File: config.mk
export PLATFORM = sky130hd
export DESIGN_NAME = restore_stream_unpack_flat
export DESIGN_NICKNAME = d
export VERILOG_FILES = /design/src/rtl/restore_stream_unpack_if.sv /design/src/rtl/restore_stream_unpack.sv /design/src/flat_wrapper.sv
export SDC_FILE = /design/constraint.sdc
export NUM_CORES = 1
export LEC_CHECK = 0
export ABC_AREA = 1
export BUFFER_PORTS_ARGS = -buffer_cell sky130_fd_sc_hd__buf_2
export CAP_MARGIN = 25
export CORE_AREA = 5 5 358 430
export DETAILED_ROUTE_END_ITERATION = 7
export DIE_AREA = 0 0 363 435
export PLACE_DENSITY = 0.52
export SLEW_MARGIN = 20
export SYNTH_ARGS = -nofsm -noshare
export SYNTH_HDL_FRONTEND = slang
export SYNTH_SLANG_ARGS = --single-unit
File: constraint.sdc
create_clock -name clk -period 8.32 [get_ports clk]
set_clock_uncertainty 0.05 [all_clocks]
set_input_delay 0.832 -clock clk [delete_from_list [all_inputs] [get_ports clk]]
set_output_delay 0.832 -clock clk [all_outputs]
set_load 0.005 [all_outputs]
File: src/rtl/restore_stream_unpack_if.sv
// Stream-in / write-port-out bundle for the state-restore unpacker.
// slave is the unpacker's view; master is the producer/consumer view.
interface restore_stream_unpack_if #(
  parameter int DATA_W = 32,
  parameter int ADDR_W = 32
);
  logic [DATA_W-1:0] s_tdata;
  logic              s_tvalid;
  logic              s_tlast;
  logic              s_tready;

  logic [ADDR_W-1:0] wr_addr;
  logic [DATA_W-1:0] wr_data;
  logic              wr_valid;
  logic              wr_ready;

  modport master (
    output s_tdata, s_tvalid, s_tlast,
    input  s_tready,
    input  wr_addr, wr_data, wr_valid,
    output wr_ready
  );

  modport slave (
    input  s_tdata, s_tvalid, s_tlast,
    output s_tready,
    output wr_addr, wr_data, wr_valid,
    input  wr_ready
  );
endinterface

File: src/rtl/restore_stream_unpack.sv
// Splits an address/data word stream into write pairs, buffers them in a
// show-ahead FIFO and drains them to the CPU restore write port.
//
//   state  | meaning
//   -------+-------------------------------------------------------------
//   S_ADDR | next accepted word is an address (header); always ready
//   S_DATA | next accepted word is data; pushes {cur_addr, data} pair
module restore_stream_unpack #(
  parameter int DATA_W    = 32,
  parameter int ADDR_W    = 32,
  parameter int DEPTH     = 16,
  parameter int ADDR_STEP = 4
) (
  input  logic                   clk,
  input  logic                   nreset,
  restore_stream_unpack_if.slave bus,
  input  logic                   burst_mode,
  output logic [$clog2(DEPTH):0] level,
  output logic                   proto_err,
  input  logic                   err_clr
);

  localparam int IDX_W = $clog2(DEPTH);
  localparam logic [IDX_W:0]  PTR_ONE = 1;
  localparam logic [ADDR_W-1:0] STEP  = ADDR_W'(ADDR_STEP);

  typedef enum logic {S_ADDR = 1'b0, S_DATA = 1'b1} state_t;

  state_t            state_q, state_d;
  logic [ADDR_W-1:0] cur_addr_q, cur_addr_d;
  logic              mode_q, mode_d;
  logic              proto_err_q;

  logic [ADDR_W-1:0] addr_mem [DEPTH];
  logic [DATA_W-1:0] data_mem [DEPTH];
  logic [IDX_W:0]    wr_ptr_q, rd_ptr_q;

  logic full, empty, push, pop, err_set, s_tready;

  assign empty = (wr_ptr_q == rd_ptr_q);
  assign full  = (wr_ptr_q[IDX_W] != rd_ptr_q[IDX_W]) &&
                 (wr_ptr_q[IDX_W-1:0] == rd_ptr_q[IDX_W-1:0]);
  assign pop   = !empty && bus.wr_ready;
  assign level = wr_ptr_q - rd_ptr_q;

  // Parser next-state: address capture, pair push and burst increment.
  always_comb begin
    state_d    = state_q;
    cur_addr_d = cur_addr_q;
    mode_d     = mode_q;
    push       = 1'b0;
    err_set    = 1'b0;
    s_tready   = 1'b1;
    unique case (state_q)
      S_ADDR: begin
        s_tready = 1'b1;
        if (bus.s_tvalid) begin
          cur_addr_d = bus.s_tdata[ADDR_W-1:0];
          mode_d     = burst_mode;
          if (bus.s_tlast) err_set = 1'b1;
          else             state_d = S_DATA;
        end
      end
      S_DATA: begin
        // No fall-through: a same-cycle pop does not free a slot while full.
        s_tready = !full;
        if (bus.s_tvalid && !full) begin
          push = 1'b1;
          if (mode_q) begin
            cur_addr_d = cur_addr_q + STEP;
            if (bus.s_tlast) state_d = S_ADDR;
          end else begin
            state_d = S_ADDR;
          end
        end
      end
      default: state_d = S_ADDR;
    endcase
  end

  // Parser state registers.
  always_ff @(posedge clk or negedge nreset) begin
    if (!nreset) begin
      state_q    <= S_ADDR;
      cur_addr_q <= '0;
      mode_q     <= 1'b0;
    end else begin
      state_q    <= state_d;
      cur_addr_q <= cur_addr_d;
      mode_q     <= mode_d;
    end
  end

  // Sticky protocol error; a new error beats a simultaneous clear.
  always_ff @(posedge clk or negedge nreset) begin
    if (!nreset)      proto_err_q <= 1'b0;
    else if (err_set) proto_err_q <= 1'b1;
    else if (err_clr) proto_err_q <= 1'b0;
  end

  // FIFO pointers, one bit wider than the index for full/empty detection.
  always_ff @(posedge clk or negedge nreset) begin
    if (!nreset) begin
      wr_ptr_q <= '0;
      rd_ptr_q <= '0;
    end else begin
      if (push) wr_ptr_q <= wr_ptr_q + PTR_ONE;
      if (pop)  rd_ptr_q <= rd_ptr_q + PTR_ONE;
    end
  end

  // FIFO storage; entries need no reset since the head is masked when empty.
  always_ff @(posedge clk) begin
    if (push) begin
      addr_mem[wr_ptr_q[IDX_W-1:0]] <= cur_addr_q;
      data_mem[wr_ptr_q[IDX_W-1:0]] <= bus.s_tdata;
    end
  end

  assign bus.s_tready = s_tready;
  assign bus.wr_valid = !empty;
  assign bus.wr_addr  = empty ? '0 : addr_mem[rd_ptr_q[IDX_W-1:0]];
  assign bus.wr_data  = empty ? '0 : data_mem[rd_ptr_q[IDX_W-1:0]];
  assign proto_err    = proto_err_q;

endmodule

File: src/flat_wrapper.sv
// flat-port wrapper written by rule: the top's interface ports become plain ports
module restore_stream_unpack_flat 
#(
  parameter int DATA_W    = 32,
  parameter int ADDR_W    = 32,
  parameter int DEPTH     = 16,
  parameter int ADDR_STEP = 4
)
  (clk, nreset, burst_mode, level, proto_err, err_clr, bus_s_tdata, bus_s_tvalid, bus_s_tlast, bus_s_tready, bus_wr_addr, bus_wr_data, bus_wr_valid, bus_wr_ready);
  restore_stream_unpack_if #(.DATA_W(DATA_W), .ADDR_W(ADDR_W)) bus_i ();
  input  logic clk;
  input  logic nreset;
  input  logic burst_mode;
  output logic [$clog2(DEPTH):0] level;
  output logic proto_err;
  input  logic err_clr;
  input wire logic [$bits(bus_i.s_tdata)-1:0] bus_s_tdata;
  input wire logic [$bits(bus_i.s_tvalid)-1:0] bus_s_tvalid;
  input wire logic [$bits(bus_i.s_tlast)-1:0] bus_s_tlast;
  output wire logic [$bits(bus_i.s_tready)-1:0] bus_s_tready;
  output wire logic [$bits(bus_i.wr_addr)-1:0] bus_wr_addr;
  output wire logic [$bits(bus_i.wr_data)-1:0] bus_wr_data;
  output wire logic [$bits(bus_i.wr_valid)-1:0] bus_wr_valid;
  input wire logic [$bits(bus_i.wr_ready)-1:0] bus_wr_ready;
  assign bus_i.s_tdata = bus_s_tdata;
  assign bus_i.s_tvalid = bus_s_tvalid;
  assign bus_i.s_tlast = bus_s_tlast;
  assign bus_s_tready = bus_i.s_tready;
  assign bus_wr_addr = bus_i.wr_addr;
  assign bus_wr_data = bus_i.wr_data;
  assign bus_wr_valid = bus_i.wr_valid;
  assign bus_i.wr_ready = bus_wr_ready;
  restore_stream_unpack #(.DATA_W(DATA_W), .ADDR_W(ADDR_W), .DEPTH(DEPTH), .ADDR_STEP(ADDR_STEP)) u_core (.clk(clk), .nreset(nreset), .bus(bus_i), .burst_mode(burst_mode), .level(level), .proto_err(proto_err), .err_clr(err_clr));
endmodule
==> impl_metrics.csv, run 1 <==
group,metric,value,unit
detailed_routing,num_vias,28985,
timing,drv_slew,0,
timing,setup_violations,0,
run_status,outcome,"finished, final reports clean",
critical_path,cp.required,7.44,ns
synthesis,synth_top_family_by_area,"simple AND/OR/NAND/NOR gates",
synthesis,muxShareOfSynthArea,0,
clocking,clk_path_buf_depth,3,
synthesis,syn-num-nets,4039,
timing,setup-tns-final,0,ns
pwr,total_power,17.8,mW
synthesis,synthAdderAreaFrac,0.00327,
clocking,clk_pin_slew,0.06,ns
floorplan,die_y,435,um
layout,ff_latch_area,31900,sq um
detailed_routing,viasPerCell,4.76,
worst_hold_path,hp-class,"input port to async pin",
floorplan,initial_core_util,0.297,
clocking,hold_buffers,0,
timing,slew_headroom,0.280,
timing,period_minus_slack,5.43,ns
job,cap_violations,0,
place,routabilityCongestion,0.811,
synthesis,syn_area,44400,sq um
timing,fmax,0.184,GHz
synthesis,synth_ff_type,"edfxtp_1",
synthesis,seq_area_frac_synth,0.718,
pwr,power.leakage,17.5,nW
global_routing,grt-ovfl-total,0,
critical_path,rrSetupSlack,3.63,ns
floorplan,core,150000,sq um
critical_path,worstSetupPathType,"flop to output port",
critical_path,cp-end-kind,"output port",
clocking,clock_sinks,1069,
pwr,power_density,354,nW/um^2
clocking,htreeDepth,3,
critical_path,max_stage_delay,0.92,ns
detailed_routing,routedWlPerCell,20.8,um
clocking,cts-root-buf,"clkbuf_16",
timing,tightest_slew,1.08,ns
floorplan,fp.dieArea,158000,sq um
global_routing,antenna_found_initial,5,
layout,syn_to_final_growth,13.2,%
synthesis,synth_xor_area_frac,0.00254,
critical_path,arrival,4.55,ns
place,dpl_worst_slack,3.54,ns
floorplan,core.rowCount,156,
floorplan,io_pins,111,
synthesis,synth-simple-area-share,0.165,
pwr,ir_drop,199,uV
synthesis,synth_cells,3989,
synthesis,synth_edf_count,1024,
synthesis,synth.avg_cell_area,11.1,sq um
clocking,cts_buffers,100,
layout,post-route-util,0.336,
timing,final-hold-violation-count,0,
synthesis,synth_compound_area_frac,0.0707,
clocking,ctsResizeCount,0,
synthesis,yosysWarningCount,0,
timing,post-route-period-util,0.653,
timing,rsz0062_at_grt,"false",
critical_path,crit_chain,"buf_4 > buf_4 > o21ai_0 > o21ai_0 > nand2_1 > nand2_1 > inv_1 > a21oi_1 > buf_2",
detailed_routing,drc,0,
detailed_routing,routed_wl,127000,um
clocking,clock_latency,0.70,ns
place,io_buffers,110,
global_routing,grt_pass1_wl,188000,um
place,hpwlAfterDp,66900,um
layout,fin_nets,4080,
detailed_routing,first_pass_iters,7,
timing,hold_ws,0.191,ns
global_routing,grt_pass1_vias,28106,
timing,fin_ws,2.89,ns
critical_path,critPathLaunchType,"flop",
layout,multi_input_area,10800,sq um
synthesis,yosys.cell_types.count,30,
global_routing,grt_max_degree,188,
detailed_routing,drt_iter0_markers,2439,
floorplan,die_w,363,um
detailed_routing,drtAntennaViolNets,0,
clocking,post_cts_buffers,0,
layout,drive_above_1_share,0.0837,
critical_path,crit_fanout,72,
layout,fill_cells,14829,
synthesis,async_flop_share,0.0421,
synthesis,ys_ff_latch,1069,
clocking,cts_tree,"done",
critical_path,cpMaxStageDelayCell,"dfrtp_4",
global_routing,grtUsageTotal,0.156,
-- state kept, by name, summed over array words and instances (netlist names) --
name,flops
u_core.proto_err,1
u_core.mode_q,1
u_core.rd_ptr_q,5
u_core.data_mem,512
u_core.state_q,1
u_core.cur_addr_q,32
u_core.addr_mem,512
u_core.wr_ptr_q,5
-- layer usage --
| metal | vias to the layer above | part of all wire | global-route usage |
|---|---|---|---|
| met5 | - | 0.00014 | 0 |
| met4 | 2 | 0.022 | 0.0431 |
| met3 | 154 | 0.043 | 0.0183 |
| met2 | 694 | 0.51 | 0.278 |
| met1 | 14441 | 0.43 | 0.202 |
| li1 | 13694 | - | - |
-- path summary, 6_finish.rpt --
kind,from,endpoint,cells after the start
worst max-delay path,u_core.rd_ptr_q[1],bus_wr_addr[28],9
worst min-delay path,nreset,u_core.proto_err,2
worst max register to register,u_core.rd_ptr_q[1],u_core.data_mem[11][18],11
worst min register to register,u_core.proto_err,u_core.proto_err,2
max in group asynchronous,nreset,u_core.rd_ptr_q[1],2
min in group clk,err_clr,u_core.proto_err,2
-- cell type report --
class	instances	share of cell area
clock inverters	51	0.0104
diodes	4	0.000199
inverters	184	0.0142
well taps	1975	0.0492
clock buffers	131	0.0546
flip-flops and latches	1069	0.634
multi-input cells	2513	0.216
repair buffers	162	0.0213
-- cells in the final DEF, fill, tap and decap left out, drive strengths merged --
cell,synthesis,final
a21oi,76,76
buf,112,162
bufinv,0,9
clkbuf,111,131
clkinv,1,34
clkinvlp,0,6
dfrtp,45,45
diode,0,4
edfxtp,1024,1024
fa,1,1
ha,10,10
inv,183,186
nand2,556,556
nand3,229,229
nand4,2,2
nor2,1074,1074
nor3,3,3
o21a,1,1
o21ai,539,539
o21bai,2,2
o22ai,5,5
o31ai,1,1
or2,2,2
xnor2,3,3
xor2,9,9
-- cell families after synthesis --
logic type,count (synthesis)
simple gates,1866
flops,1069
compound gates,624
buf+inv,407
xor+xnor,12
fa+ha+maj,11
-- power breakdown --
group          total [mW]  internal [mW]  leakage (nW)  switching [mW]
registers            7.33           6.60          9.76           0.731
clock network        4.63           2.61          1.58            2.02
logic                5.86           1.77          6.18            4.08
total                17.8           11.0          17.5            6.83
-- worst max-delay path: cells and delay by family, from the launching register on --
kind	cells	cell delay, ns
buffers and inverters	4	1.74
flip-flops	1	0.92
AO/OA/AOI/OAI	3	0.86
AND/OR/NAND/NOR	2	0.18
-- synthesized netlist by cell type, types with 8 or more instances --
cell / instances / area, sq um
clkbuf_1: 111 / 417
o21ai_1: 133 / 666
o21ai_0: 406 / 2030
ha_1: 10 / 125
edfxtp_1: 1024 / 30700
buf_2: 57 / 285
inv_1: 175 / 657
buf_4: 47 / 353
xor2_1: 8 / 70.1
inv_2: 8 / 30.0
nor2_1: 1072 / 4020
nand3_1: 229 / 1150
a21oi_1: 76 / 380
dfrtp_1: 45 / 1130
nand2_1: 555 / 2080
-- per-stage QoR --
stage / cells / instance area [sq um]
finish: 6089 / 50300
global route: 6086 / 50300
CTS: 6085 / 50300
detailed placement: 5903 / 47000
global placement: 5900 / 46900
floorplan: 3989 / 44400
(Power assumes the default switching activity.)
==> run 2, diff against run 1 <==
- clock period: 8.32 -> 5.2 ns (I/O delays scaled with it)
==> run 2 against run 1 <==
Against the previous run:
- core utilization up 0.067 points
- wire length barely moved
- via count shrank 0.36%
- die area unchanged
- global-route usage is essentially flat
- non-clock buffer count increased by 15
- sequential share of layout area is 0.13 points lower
- critical path depth is 1 lower
- power increased by 60%
- sequential power rose by 61%
- clock power rose by 56%
==> impl_metrics.csv, run 2 (synthesis results as in run 1) <==
group,metric,value,unit
floorplan,core.rowCount,156,
global_routing,grt_pass1_vias,28156,
worst_hold_path,min-delay-start,"bus_s_tdata[19]",
pwr,switchingPower,11.1,mW
layout,fin_nets,4095,
critical_path,max_stage_delay,0.74,ns
critical_path,r2r-start,"u_core.rd_ptr_q[0]",
worst_hold_path,hold_depth,1,
critical_path,worstSetupPathType,"flop to output port",
pwr,power.leakage,17.6,nW
global_routing,grt_max_degree,183,
detailed_routing,drtAntennaViolNets,0,
pwr,p_sw_frac,0.389,
detailed_routing,num_vias,28880,
detailed_routing,drc,0,
pwr,power_frac_seq,0.412,
critical_path,arrival,3.59,ns
timing,period_minus_slack,4.16,ns
detailed_routing,routed_wl,127000,um
clocking,htreeDepth,3,
critical_path,crit_fanout,115,
clocking,cts_buffers,100,
pwr,p_int,17.5,mW
detailed_routing,drt_iter0_markers,2585,
timing,setup_violations,0,
place,routabilityCongestion,0.784,
timing,rsz0062_at_grt,"false",
critical_path,path_delay_family,"buffers and inverters",
clocking,clock_sinks,1069,
timing,post-route-period-util,0.801,
floorplan,initial_core_util,0.297,
place,hpwlAfterDp,71800,um
timing,hold_ws,0.175,ns
clocking,clk_path_buf_depth,3,
critical_path,cp.required,4.63,ns
clocking,cts-root-buf,"clkbuf_16",
timing,setup-tns-final,0,ns
worst_hold_path,hp-class,"input port to flop",
floorplan,die_w,363,um
detailed_routing,viasPerCell,4.73,
timing,drv_slew,0,
critical_path,worstReg2RegEnd,"u_core.addr_mem[12][9]",
layout,mostFrequentLayoutCells,"nor2_1 (1,055), edfxtp_1 (1,024), nand2_1 (555)",
place,place_area,47100,sq um
layout,drive_above_1_share,0.0850,
critical_path,critical_path_buf_inv_count,4,
pwr,clockPowerShare,0.252,
pwr,power_density,567,nW/um^2
pwr,ir_drop,539,uV
critical_path,critPathLaunchType,"flop",
detailed_routing,first_pass_iters,5,
timing,final-hold-violation-count,0,
layout,final_common_cell,"nor2_1",
clocking,post_cts_buffers,0,
layout,fin_area,50400,sq um
layout,syn_to_final_growth,13.4,%
timing,fmax,0.240,GHz
critical_path,r2r_cells,9,
timing,tightest_slew,1.07,ns
global_routing,antenna_found_initial,3,
critical_path,cp-end-kind,"output port",
place,io_buffers,110,
floorplan,fp.dieArea,158000,sq um
floorplan,die_y,435,um
critical_path,crit_chain,"inv_8 > buf_4 > buf_4 > o21ai_0 > nand3_1 > nand3_1 > a21oi_1 > buf_2",
detailed_routing,routedWlPerCell,20.7,um
floorplan,core,150000,sq um
clocking,ctsResizeCount,0,
job,cap_violations,0,
clocking,clk_pin_slew,0.07,ns
global_routing,grtUsageTotal,0.157,
global_routing,grt_pass1_wl,188000,um
floorplan,io_pins,111,
critical_path,rrSetupSlack,1.71,ns
clocking,clock_latency,0.72,ns
global_routing,grt-ovfl-total,0,
clocking,cts_tree,"done",
critical_path,cpMaxStageDelayCell,"dfrtp_4",
worst_hold_path,hold_end,"u_core.data_mem[0][19]",
pwr,p_comb_frac,0.336,
run_status,outcome,"finished, final reports clean",
timing,slew_headroom,0.289,
## run 2: area by class of cell
| cell class | count | area (sq um) |
|---|---|---|
| Antenna cell | 1 | 2.50 |
| Clock buffer | 146 | 2810 |
| Clock inverter | 40 | 382 |
| Fill cell | 14830 | 99300 |
| Inverter | 184 | 711 |
| Multi-Input combinational cell | 2513 | 10800 |
| Sequential cell | 1069 | 31900 |
| Tap cell | 1975 | 2470 |
| Timing Repair Buffer | 177 | 1260 |
## run 2: repair_timing
action | 4_1_cts | 5_1_grt
hold endpoints to repair | 48 | 0
hold buffers | 4 | 0
endpoints found under the setup margin | 0 | 0
## run 2: through the flow
| step | total power, mW | worst slack (ns) | utilization | cells |
|---|---|---|---|---|
| after floorplan | 17.5 | 0.0848 | - | 3989 |
| after global placement | 21.7 | 1.65 | 0.315 | 5914 |
| after detailed placement | 21.8 | 1.68 | 0.315 | 5914 |
| after CTS | 29.0 | 0.874 | 0.336 | 6104 |
| after global routing | 30.4 | 0.758 | 0.336 | 6104 |
| final | 28.6 | 1.04 | 0.336 | 6105 |
## run 2: power groups by stage
stage | combinational [mW] | clock (mW) | sequential (mW)
CTS | 9.83 | 7.39 | 11.8
global placement | 9.77 | 0 | 11.9
finish | 9.60 | 7.21 | 11.8
detailed placement | 9.79 | 0 | 12.0
global route | 10.8 | 7.72 | 11.9
floorplan | 6.28 | 0 | 11.2
## run 2: metal layers
metal / up-vias / global-route usage / share of wire / wire length (um)
met5: - / 0 / 0.000055 / 7
met4: 2 / 0.0408 / 0.023 / 2870
met3: 157 / 0.0216 / 0.045 / 5690
met2: 676 / 0.276 / 0.50 / 63700
met1: 14332 / 0.203 / 0.43 / 54300
li1: 13713 / - / - / -
## run 2: worst max-delay path by stage
| stage | depth (start not counted) | endpoint | slack (ns) | start |
|---|---|---|---|---|
| final | 8 | bus_wr_data[5] | 1.04 | u_core.rd_ptr_q[0] |
| after CTS | 8 | bus_wr_data[5] | 0.87 | u_core.rd_ptr_q[0] |
| after floorplan | 12 | u_core.addr_mem[11][0] | 0.08 | u_core.rd_ptr_q[1] |
| after global routing | 8 | bus_wr_data[31] | 0.76 | u_core.rd_ptr_q[0] |
| after global placement | 8 | bus_wr_data[31] | 1.65 | u_core.rd_ptr_q[0] |
| after detailed placement | 8 | bus_wr_data[5] | 1.68 | u_core.rd_ptr_q[0] |
